--- src/rtl/bus_pkg.sv ---
// Shared types and helpers for the single-outstanding memory-bus initiator.
package bus_pkg;

    typedef enum logic [1:0] {
        WidthByte = 2'd0,
        WidthHalf = 2'd1,
        WidthWord = 2'd2
    } width_e;

    typedef enum logic [1:0] {
        StIdle,
        StStrobe,
        StWaitAck,
        StRespond
    } init_state_e;

    localparam logic [1:0] WidthIllegal = 2'd3;

    function automatic logic is_aligned(input logic [1:0] width, input logic [1:0] addr_lo);
        logic ok;
        case (width)
            WidthHalf: ok = ~addr_lo[0];
            WidthWord: ok = (addr_lo == 2'b00);
            default:   ok = 1'b1;
        endcase
        return ok;
    endfunction

    // Right-aligned load data: keep the accessed bytes, zero- or sign-fill the rest.
    function automatic logic [31:0] extend_load(input logic [31:0] data, input logic [1:0] width,
                                                input logic sign_ext);
        logic [31:0] res;
        case (width)
            WidthByte: res = {{24{sign_ext & data[7]}}, data[7:0]};
            WidthHalf: res = {{16{sign_ext & data[15]}}, data[15:0]};
            default:   res = data;
        endcase
        return res;
    endfunction

endpackage

--- src/rtl/bus_initiator_if.sv ---
// Core request/response handshake and memory-bus signals of the initiator.
interface bus_initiator_if;
    import bus_pkg::*;

    logic        ReqValid;
    logic        ReqReady;
    logic        ReqWrite;
    logic [1:0]  ReqWidth;
    logic        ReqSigned;
    logic [31:0] ReqAddress;
    logic [31:0] ReqData;
    logic        RespValid;
    logic [31:0] RespData;
    logic        RespError;
    logic        Cycle;
    logic        Strobe;
    logic        ReadWrite;
    logic [1:0]  Width;
    logic [31:0] Address;
    logic [31:0] DataOut;
    logic [31:0] DataIn;
    logic        Acknowledge;
    logic        Stall;

    modport master (
        input  ReqValid, ReqWrite, ReqWidth, ReqSigned, ReqAddress, ReqData,
        input  DataIn, Acknowledge, Stall,
        output ReqReady, RespValid, RespData, RespError,
        output Cycle, Strobe, ReadWrite, Width, Address, DataOut
    );

    modport slave (
        output ReqValid, ReqWrite, ReqWidth, ReqSigned, ReqAddress, ReqData,
        output DataIn, Acknowledge, Stall,
        input  ReqReady, RespValid, RespData, RespError,
        input  Cycle, Strobe, ReadWrite, Width, Address, DataOut
    );

endinterface

--- src/rtl/bus_initiator.sv ---
// Single-outstanding bus master: turns core load/store requests into Cycle/Strobe bus
// transactions and returns exactly one registered response per accepted request.
module bus_initiator
    import bus_pkg::*;
#(
    parameter int unsigned TIMEOUT_CYCLES = 16,
    parameter bit          CHECK_ALIGN    = 1'b1
) (
    input logic             i_clk,
    input logic             i_rst,
    bus_initiator_if.master io_bus
);

    init_state_e r_state, w_state;
    logic [31:0] r_cnt, w_cnt;
    logic        r_req_ready, w_req_ready;
    logic        r_cycle, w_cycle;
    logic        r_strobe, w_strobe;
    logic        r_rw, w_rw;
    logic [1:0]  r_width, w_width;
    logic [31:0] r_addr, w_addr;
    logic [31:0] r_dout, w_dout;
    logic        r_signed, w_signed;
    logic        r_resp_valid, w_resp_valid;
    logic [31:0] r_resp_data, w_resp_data;
    logic        r_resp_error, w_resp_error;
    logic        w_reject;
    logic        w_done;

    assign w_reject = (io_bus.ReqWidth == WidthIllegal) ||
                      (CHECK_ALIGN && !is_aligned(io_bus.ReqWidth, io_bus.ReqAddress[1:0]));

    always_comb begin
        w_state      = r_state;
        w_cnt        = r_cnt;
        w_req_ready  = 1'b0;
        w_cycle      = r_cycle;
        w_strobe     = r_strobe;
        w_rw         = r_rw;
        w_width      = r_width;
        w_addr       = r_addr;
        w_dout       = r_dout;
        w_signed     = r_signed;
        w_resp_valid = 1'b0;
        w_resp_data  = '0;
        w_resp_error = 1'b0;
        w_done       = 1'b0;

        unique case (r_state)
            StIdle: begin
                w_req_ready = 1'b1;
                if (io_bus.ReqValid) begin
                    w_req_ready = 1'b0;
                    if (w_reject) begin
                        w_state      = StRespond;
                        w_resp_valid = 1'b1;
                        w_resp_error = 1'b1;
                    end else begin
                        w_state  = StStrobe;
                        w_cycle  = 1'b1;
                        w_strobe = 1'b1;
                        w_rw     = io_bus.ReqWrite;
                        w_width  = io_bus.ReqWidth;
                        w_addr   = io_bus.ReqAddress;
                        w_dout   = io_bus.ReqData;
                        w_signed = io_bus.ReqSigned;
                    end
                end
            end
            StStrobe: begin
                if (!io_bus.Stall) begin
                    // A responder may acknowledge on the very edge that takes the strobe.
                    if (io_bus.Acknowledge) begin
                        w_done = 1'b1;
                    end else begin
                        w_state  = StWaitAck;
                        w_strobe = 1'b0;
                        w_cnt    = '0;
                    end
                end
            end
            StWaitAck: begin
                if (io_bus.Acknowledge) begin
                    w_done = 1'b1;
                end else if (TIMEOUT_CYCLES != 0 && r_cnt == TIMEOUT_CYCLES - 1) begin
                    w_state      = StRespond;
                    w_resp_valid = 1'b1;
                    w_resp_error = 1'b1;
                end else begin
                    w_cnt = r_cnt + 32'd1;
                end
            end
            StRespond: begin
                w_state     = StIdle;
                w_req_ready = 1'b1;
            end
            default: w_state = StIdle;
        endcase

        if (w_done) begin
            w_state      = StRespond;
            w_resp_valid = 1'b1;
            w_resp_data  = r_rw ? 32'd0 : extend_load(io_bus.DataIn, r_width, r_signed);
        end

        // Bus outputs are only meaningful while a bus cycle is open.
        if (w_state != StStrobe && w_state != StWaitAck) begin
            w_cycle  = 1'b0;
            w_strobe = 1'b0;
            w_rw     = 1'b0;
            w_width  = '0;
            w_addr   = '0;
            w_dout   = '0;
        end
    end

    always_ff @(posedge i_clk or posedge i_rst) begin
        if (i_rst) begin
            r_state      <= StIdle;
            r_cnt        <= '0;
            r_req_ready  <= 1'b1;
            r_cycle      <= 1'b0;
            r_strobe     <= 1'b0;
            r_rw         <= 1'b0;
            r_width      <= '0;
            r_addr       <= '0;
            r_dout       <= '0;
            r_signed     <= 1'b0;
            r_resp_valid <= 1'b0;
            r_resp_data  <= '0;
            r_resp_error <= 1'b0;
        end else begin
            r_state      <= w_state;
            r_cnt        <= w_cnt;
            r_req_ready  <= w_req_ready;
            r_cycle      <= w_cycle;
            r_strobe     <= w_strobe;
            r_rw         <= w_rw;
            r_width      <= w_width;
            r_addr       <= w_addr;
            r_dout       <= w_dout;
            r_signed     <= w_signed;
            r_resp_valid <= w_resp_valid;
            r_resp_data  <= w_resp_data;
            r_resp_error <= w_resp_error;
        end
    end

    assign io_bus.ReqReady  = r_req_ready;
    assign io_bus.RespValid = r_resp_valid;
    assign io_bus.RespData  = r_resp_data;
    assign io_bus.RespError = r_resp_error;
    assign io_bus.Cycle     = r_cycle;
    assign io_bus.Strobe    = r_strobe;
    assign io_bus.ReadWrite = r_rw;
    assign io_bus.Width     = r_width;
    assign io_bus.Address   = r_addr;
    assign io_bus.DataOut   = r_dout;

endmodule

--- src/flat_wrapper.sv ---
// flat-port wrapper written by rule: the top's interface ports become plain ports
module bus_initiator_flat import bus_pkg::*;
#(
    parameter int unsigned TIMEOUT_CYCLES = 16,
    parameter bit          CHECK_ALIGN    = 1'b1
)
  (i_clk, i_rst, io_bus_ReqValid, io_bus_ReqWrite, io_bus_ReqWidth, io_bus_ReqSigned, io_bus_ReqAddress, io_bus_ReqData, io_bus_DataIn, io_bus_Acknowledge, io_bus_Stall, io_bus_ReqReady, io_bus_RespValid, io_bus_RespData, io_bus_RespError, io_bus_Cycle, io_bus_Strobe, io_bus_ReadWrite, io_bus_Width, io_bus_Address, io_bus_DataOut);
  bus_initiator_if io_bus_i ();
  input logic i_clk;
  input logic i_rst;
  input wire logic [$bits(io_bus_i.ReqValid)-1:0] io_bus_ReqValid;
  input wire logic [$bits(io_bus_i.ReqWrite)-1:0] io_bus_ReqWrite;
  input wire logic [$bits(io_bus_i.ReqWidth)-1:0] io_bus_ReqWidth;
  input wire logic [$bits(io_bus_i.ReqSigned)-1:0] io_bus_ReqSigned;
  input wire logic [$bits(io_bus_i.ReqAddress)-1:0] io_bus_ReqAddress;
  input wire logic [$bits(io_bus_i.ReqData)-1:0] io_bus_ReqData;
  input wire logic [$bits(io_bus_i.DataIn)-1:0] io_bus_DataIn;
  input wire logic [$bits(io_bus_i.Acknowledge)-1:0] io_bus_Acknowledge;
  input wire logic [$bits(io_bus_i.Stall)-1:0] io_bus_Stall;
  output wire logic [$bits(io_bus_i.ReqReady)-1:0] io_bus_ReqReady;
  output wire logic [$bits(io_bus_i.RespValid)-1:0] io_bus_RespValid;
  output wire logic [$bits(io_bus_i.RespData)-1:0] io_bus_RespData;
  output wire logic [$bits(io_bus_i.RespError)-1:0] io_bus_RespError;
  output wire logic [$bits(io_bus_i.Cycle)-1:0] io_bus_Cycle;
  output wire logic [$bits(io_bus_i.Strobe)-1:0] io_bus_Strobe;
  output wire logic [$bits(io_bus_i.ReadWrite)-1:0] io_bus_ReadWrite;
  output wire logic [$bits(io_bus_i.Width)-1:0] io_bus_Width;
  output wire logic [$bits(io_bus_i.Address)-1:0] io_bus_Address;
  output wire logic [$bits(io_bus_i.DataOut)-1:0] io_bus_DataOut;
  assign io_bus_i.ReqValid = io_bus_ReqValid;
  assign io_bus_i.ReqWrite = io_bus_ReqWrite;
  assign io_bus_i.ReqWidth = io_bus_ReqWidth;
  assign io_bus_i.ReqSigned = io_bus_ReqSigned;
  assign io_bus_i.ReqAddress = io_bus_ReqAddress;
  assign io_bus_i.ReqData = io_bus_ReqData;
  assign io_bus_i.DataIn = io_bus_DataIn;
  assign io_bus_i.Acknowledge = io_bus_Acknowledge;
  assign io_bus_i.Stall = io_bus_Stall;
  assign io_bus_ReqReady = io_bus_i.ReqReady;
  assign io_bus_RespValid = io_bus_i.RespValid;
  assign io_bus_RespData = io_bus_i.RespData;
  assign io_bus_RespError = io_bus_i.RespError;
  assign io_bus_Cycle = io_bus_i.Cycle;
  assign io_bus_Strobe = io_bus_i.Strobe;
  assign io_bus_ReadWrite = io_bus_i.ReadWrite;
  assign io_bus_Width = io_bus_i.Width;
  assign io_bus_Address = io_bus_i.Address;
  assign io_bus_DataOut = io_bus_i.DataOut;
  bus_initiator #(.TIMEOUT_CYCLES(TIMEOUT_CYCLES), .CHECK_ALIGN(CHECK_ALIGN)) u_core (.i_clk(i_clk), .i_rst(i_rst), .io_bus(io_bus_i));
endmodule
--- config.mk ---
export PLATFORM = sky130hd
export DESIGN_NAME = bus_initiator_flat
export DESIGN_NICKNAME = d
export VERILOG_FILES = /design/src/rtl/bus_pkg.sv /design/src/rtl/bus_initiator_if.sv /design/src/rtl/bus_initiator.sv /design/src/flat_wrapper.sv
export SDC_FILE = /design/constraint.sdc
export NUM_CORES = 1
export LEC_CHECK = 0
export BUFFER_PORTS_ARGS = -buffer_cell sky130_fd_sc_hd__buf_2
export CAP_MARGIN = 20
export CORE_MARGIN = 3
export CORE_UTILIZATION = 51
export DETAILED_ROUTE_END_ITERATION = 12
export GPL_ROUTABILITY_DRIVEN = 0
export PLACE_DENSITY = 0.86
export SYNTH_ARGS = -nofsm -noshare
export SYNTH_HDL_FRONTEND = slang
export SYNTH_SLANG_ARGS = --single-unit
--- constraint.sdc ---
create_clock -name i_clk -period 5.55 [get_ports i_clk]
set_input_delay 0.2775 -clock i_clk [delete_from_list [all_inputs] [get_ports i_clk]]
set_output_delay 0.2775 -clock i_clk [all_outputs]
set_load 0.05 [all_outputs]
# [Yosys cells after proc, flatten, opt, wreduce, memory -nomap -nowiden]
# Index checks and enable logic that the tools add are counted.
[op_classes] n_div=0 magnitude_cmp=0 n_shift=0 eq_ne=19 mux=52 addsub=1 bitwise=4 n_mul=0 reduce_logical=14
[op_table] cell="2-to-1 mux 32 bit" count=14
[op_table] cell="case mux 32 bit (2 select lines)" count=2
[op_table] cell="adder 32 x 1 -> 32 bit, second input constant" count=1
[op_table] cell="equality test 32 x 4 -> 1 bit, second input constant" count=1
[op_table] cell="2-to-1 mux 2 bit" count=11
[op_table] cell="2-to-1 mux 1 bit" count=19
[op_table] cell="!= test 2 bit, second input constant" count=6
[op_table] cell="case mux 1 bit (2 select lines)" count=5
[op_table] cell="AND reduction 5 bit" count=2
[op_table] cell="!= test 3 x 2 -> 1 bit, second input constant" count=3
[op_table] cell="equality test 2 bit, second input constant" count=4
[op_table] cell="case mux 2 bit (4 select lines)" count=1
[op_table] cell="equality test 2 x 1 -> 1 bit, second input constant" count=3
[op_table] cell="logical NOT 2 bit" count=3
[op_table] cell="AND reduction 3 bit" count=2
[op_table] cell="nonzero test 2 bit" count=3
[op_table] cell="!= test 3 bit, second input constant" count=1
[op_table] cell="nonzero test 3 bit" count=1
[op_table] cell="AND 1 bit" count=2
[op_table] cell="!= test 2 x 1 -> 1 bit, second input constant" count=1
[op_table] cell="inverter 1 bit" count=2
[op_table] cell="logical AND 1 bit" count=1
[op_table] cell="logical NOT 1 bit" count=1
[op_table] cell="logical OR 1 bit" count=1
[word_totals] reg_bits=139 inputBits=105 n_memories=0 mem_bits_rw=0 latch_bits=0 mem_bits_ro=0

# [Depth between registers and ports, before layout]
[depth] ltp_word=12 ltp_mapped=10 depth_no_buf=7

# [Worst setup path before layout]
# OpenSTA, ideal clock, no wires.
[synth_timing] path_kind="reg-to-reg" start="reg u_core.r_state[0]" end="reg u_core.r_addr[0] (netlist: u_core.io_bus.Address[0])" t_arrival_ns=2.434 slack_ns=3.043 path_buffers=3 path_stages_with_launch=11 t_required_ns=5.476 path_cell_list="dfrtp_1 inv_1 ha_1 nor4b_1 nand4_1 or4b_4 a211o_1 buf_2 buf_6 buf_6 a21oi_2"
[synth_between] elab_chain_cells=8
[synth_rtl] item="start: declaration" line="bus_initiator.sv:14" text="init_state_e r_state, w_state;"
[synth_rtl] item="start signal: assignment" line="bus_initiator.sv:119" text="r_state <= StIdle;"
[synth_rtl] item="start signal: assignment" line="bus_initiator.sv:133" text="r_state <= w_state;"
[synth_rtl] item="2-to-1 mux 2 bit (on tied branches)" line="bus_initiator.sv:85, bus_initiator.sv:73"
[synth_rtl] item="2-to-1 mux 2 bit (on tied branches)" line="bus_initiator.sv:83, bus_initiator.sv:71"
[synth_rtl] item="case mux 2 bit (4 select lines)" line="bus_initiator.sv:49" text="unique case (r_state)"
[synth_rtl] item="2-to-1 mux 2 bit" line="bus_initiator.sv:100" text="if (w_done) begin"
[synth_rtl] item="!= test 2 x 1 -> 1 bit / != test 2 bit (equally long branches)" line="bus_initiator.sv:107" text="if (w_state != StStrobe && w_state != StWaitAck) begin"
[synth_rtl] item="logical AND 1 bit" line="bus_initiator.sv:107"
[synth_rtl] item="!= test 2 bit (no line) / nonzero test 2 bit (equally long branches)"
[synth_rtl] item="AND reduction 3 bit (no line)"
[synth_rtl] item="end signal: assignment" line="bus_initiator.sv:140" text="r_addr <= w_addr;"
[synth_rtl] item="end: declaration" line="bus_initiator.sv:21" text="logic [31:0] r_addr, w_addr;"
# Several ways; a longest one is shown, not always the timed one.
# A chain may end at the register's enable or synchronous reset.

# [Worst setup path after layout]
[layout_timing] start="reg u_core.r_state[0]" end="reg u_core.r_dout[21] (netlist: u_core.io_bus.DataOut[21])"
[layout_between] elab_chain_cells=8
[layout_rtl] item="2-to-1 mux 2 bit (on tied branches)" line="bus_initiator.sv:85, bus_initiator.sv:73"
[layout_rtl] item="2-to-1 mux 2 bit (on tied branches)" line="bus_initiator.sv:83, bus_initiator.sv:71"
[layout_rtl] item="case mux 2 bit (4 select lines)" line="bus_initiator.sv:49"
[layout_rtl] item="2-to-1 mux 2 bit" line="bus_initiator.sv:100"
[layout_rtl] item="!= test 2 x 1 -> 1 bit / != test 2 bit (equally long branches)" line="bus_initiator.sv:107"
[layout_rtl] item="logical AND 1 bit" line="bus_initiator.sv:107"
[layout_rtl] item="!= test 2 bit (no line) / nonzero test 2 bit (equally long branches)"
[layout_rtl] item="AND reduction 3 bit (no line)"
[layout_rtl] item="end signal: assignment" line="bus_initiator.sv:141" text="r_dout <= w_dout;"
[layout_rtl] item="end: declaration" line="bus_initiator.sv:22" text="logic [31:0] r_dout, w_dout;"
# Several ways; a longest one is shown, not always the timed one.

==> results.md <==
* Status: finished clean
* Max-cap viol count at 0
* Initial antenna violation count at 0
* Required @ worst endpoint at 5.81 ns
* Wire per inst at 17.03 µm
* Vias after detailed routing at ~5,300
* Post-synth EDFFs at 0
* Clk buf depth at 2
* Tot GR Track Use at between 20% and 30%
* Crit Path Category: reg -> reg
* Sw Pwr at about 0.0017 W
* Vias in the first global route at around 5,300
* Pwr dens at 488.6 nW/µm²
* Top cells by count, synth: dfrtp_1, a21oi_1, mux2i_1
* Pins over their slew limit at 0
* VDD IR max at 294.8 µV
* Worst Setup Start Kind: register
* CTS Buf Count at 17
* Worst path slowest cell: or4b_4
* Crit path buf inv count at 2
* Path depth of the worst reg2reg path at 8
* Final Critical Period at 3.369 ns
* Clk_lat worst skew at between 0.4 and 0.5 ns
* Detailed Place HPWL at 11,350 µm
* Final WL at 16,300 µm
* Clk pwr share at 29.7%
* Area Overhead vs Synth at 29.08%
* GRT overflow at 0
* Kind of cell adding the most delay to the critical path: simple AND/OR/NAND/NOR gates
* Register area share after synthesis at a little under three fifths
* Clk sinks at between 100 and 150
* Clk root buf: clkbuf_16
* Die H at between 100 and 150 µm
* Hold Crit Class: in -> reg
* Syn Area/Cell at between 10 and 15 µm²
* Largest net degree at the start of global routing at 78
* Count of cell types in the netlist at between 50 and 60
* Die Area at 13,740 µm²
* WP data arrival at 3.63 ns
* Sw frac at around two fifths
* Port bufs at ~210
* Yosys reg bits at between 100 and 150
* Crit Path Max Fanout at between 40 and 50
* First DRT Iteration DRCs at 443
* Sequential Power Share at about a third
* Unrepaired setup endpoints after global routing: no
* Mapped Nets at 691
* Clock-pin transition on the worst setup and hold timing paths at around 0.06 ns
* Slew HR at 43.29%
* Synth top area cells: dfrtp_1, mux2i_1, a21oi_1
* Fraction of registers with async set/reset at 100.0%
* Max Fclk at 0.2968 GHz
* Drt first pass iters at 5
* Final #Nets at 893
* # IOs at between 200 and 250
* Crit-path cells: inv_1 -> ha_1 -> nor4b_1 -> nand4_1 -> or4b_4 -> nand3_2 -> buf_4 -> a21oi_1
* Remaining antenna violation count after routing at 0
* Leakage at between 4 and 5 nW
* Cells after Synth at between 500 and 600
* Hold Path Depth at 2
* Final setup fails at 0
* CTS tree: built
* Setup_tns at 0 ns
* Int Pwr at between 0.002 and 0.0025 W
* Cts repair resizes at 0
* CP Depth at 8
* Post-synth top area share at 54.74%
* Effective utilization at floorplan at between 50% and 60%
* Cell taking the most area after synthesis: dfrtp_1
* Primary FF master, synth: dfrtp_1
* # diodes at 0
* Count leader, synth: dfrtp_1
* Core area at about 12,000 µm²
* Via/cell ratio at around 5.6
* First-pass GRT wire length at roughly 25,000 µm
* Actual slew at the worst max-slew pin at roughly 0.85 ns
* Final period utilization at 60.71%
* Htree depth at 4
* Comb power frac at 37.2%
* Site row count at 39
* Hold WS at ~0.081 ns
* Crit path capture type: register
* Synth Warn # at 0
* Worst clock skew at ~0.012 ns
* Mapped Area at 6309 µm²
* Die span in x at 117.2 µm
* Max stage delay on crit path at around 0.57 ns
* DRC Markers at 0
* Share of layout cells above drive strength 1 at roughly a third
* Final hold violation count at 0
routing by layer:
| metal | track usage [%] | up-vias | part of all wire, % |
|---|---|---|---|
| met2 | 38.88 | 258 | 50 |
| met5 | 0 | - | 0 |
| li1 | - | 2476 | - |
| met3 | 8.021 | 22 | 7.6 |
| met1 | 29.51 | 2561 | 40 |
| met4 | 8.104 | 0 | 1.5 |
state kept, by name, indices dropped and copies added, names as in the netlist:
signal / count
u_core.io_bus.RespValid: 1
u_core.io_bus.Strobe: 1
u_core.r_signed: 1
u_core.io_bus.Width: 2
u_core.io_bus.ReqReady: 1
u_core.io_bus.Cycle: 1
u_core.io_bus.RespData: 32
u_core.io_bus.ReadWrite: 1
u_core.r_state: 2
u_core.io_bus.DataOut: 32
u_core.r_cnt: 32
u_core.io_bus.Address: 32
u_core.io_bus.RespError: 1
power groups by stage:
stage | logic (W) | registers (W) | clock network [W]
after floorplan | 0.000737 | 0.00173 | 0
after global placement | 0.00140 | 0.00132 | 0
after detailed placement | 0.00145 | 0.00132 | 0
after CTS | 0.00145 | 0.00131 | 0.00120
after global routing | 0.00159 | 0.00134 | 0.00124
final | 0.00148 | 0.00132 | 0.00118
cell type report:
cell class              count  area, µm²
well taps                 164      205.2
multi-input cells         376       2590
clock inverters            12      161.4
repair buffers            218       1130
clock buffers              20      466.7
inverters                  28      110.1
fillers                   845       3617
flip-flops and latches    139       3480
worst paths after layout:
kind,slack [ns],to,startpoint
max,2.18,u_core.io_bus.DataOut[21]$_DFFE_PP0P_,u_core.r_state[0]$_DFF_PP0_
min,0.08,u_core.io_bus.RespData[5]$_DFF_PP0_,io_bus_DataIn[5]
max reg2reg,2.18,u_core.io_bus.DataOut[21]$_DFFE_PP0P_,u_core.r_state[0]$_DFF_PP0_
min reg2reg,0.53,u_core.r_cnt[2]$_DFFE_PP0P_,u_core.r_cnt[2]$_DFFE_PP0P_
max in group asynchronous,3.75,u_core.r_state[0]$_DFF_PP0_,i_rst
min in group asynchronous,0.53,u_core.io_bus.RespData[16]$_DFF_PP0_,i_rst
placed cells by master (no fill, tap or decap), types with 12 or more instances in the layout:
cell type | synthesis | final
mux2i_1 | 68 | 68
dfrtp_1 | 138 | 138
nand4_1 | 18 | 18
nor4_1 | 12 | 12
nand2_1 | 13 | 13
inv_1 | 28 | 27
clkbuf_16 | 0 | 17
o21ai_0 | 15 | 15
buf_2 | 9 | 210
a21oi_1 | 94 | 94
nor2_1 | 30 | 30
logic make-up after synthesis:
| family | synth area share, % |
|---|---|
| buffers and inverters | 4.165 |
| DFF | 55.16 |
| muxes | 11.15 |
| adders and majority gates | 1.587 |
| AOI/OAI and AO/OA | 14.14 |
| xor gates and xnor gates | 2.360 |
| and+or+nand+nor | 11.44 |
per-stage QoR:
stage          setup slack, ns  utilization, %  area (µm²)  std cells  power [W]
4_1_cts                  2.153           68.83        8094        952   0.003965
3_5_place_dp             2.169           63.40        7456        919   0.002769
2_1_floorplan            1.550               -        6309        578   0.002464
5_1_grt                  1.944           69.24        8143        957   0.004170
6_report                 2.181           69.24        8143        957   0.003979
3_3_place_gp             2.302           63.40        7456        919   0.002720
what timing repair did:
| action | CTS | global route |
|---|---|---|
| endpoints found under the hold margin | 29 | 0 |
| hold buffers | 1 | 0 |
| buffers inserted | 0 | 0 |
No activity file was read; power rests on OpenSTA's default activity.
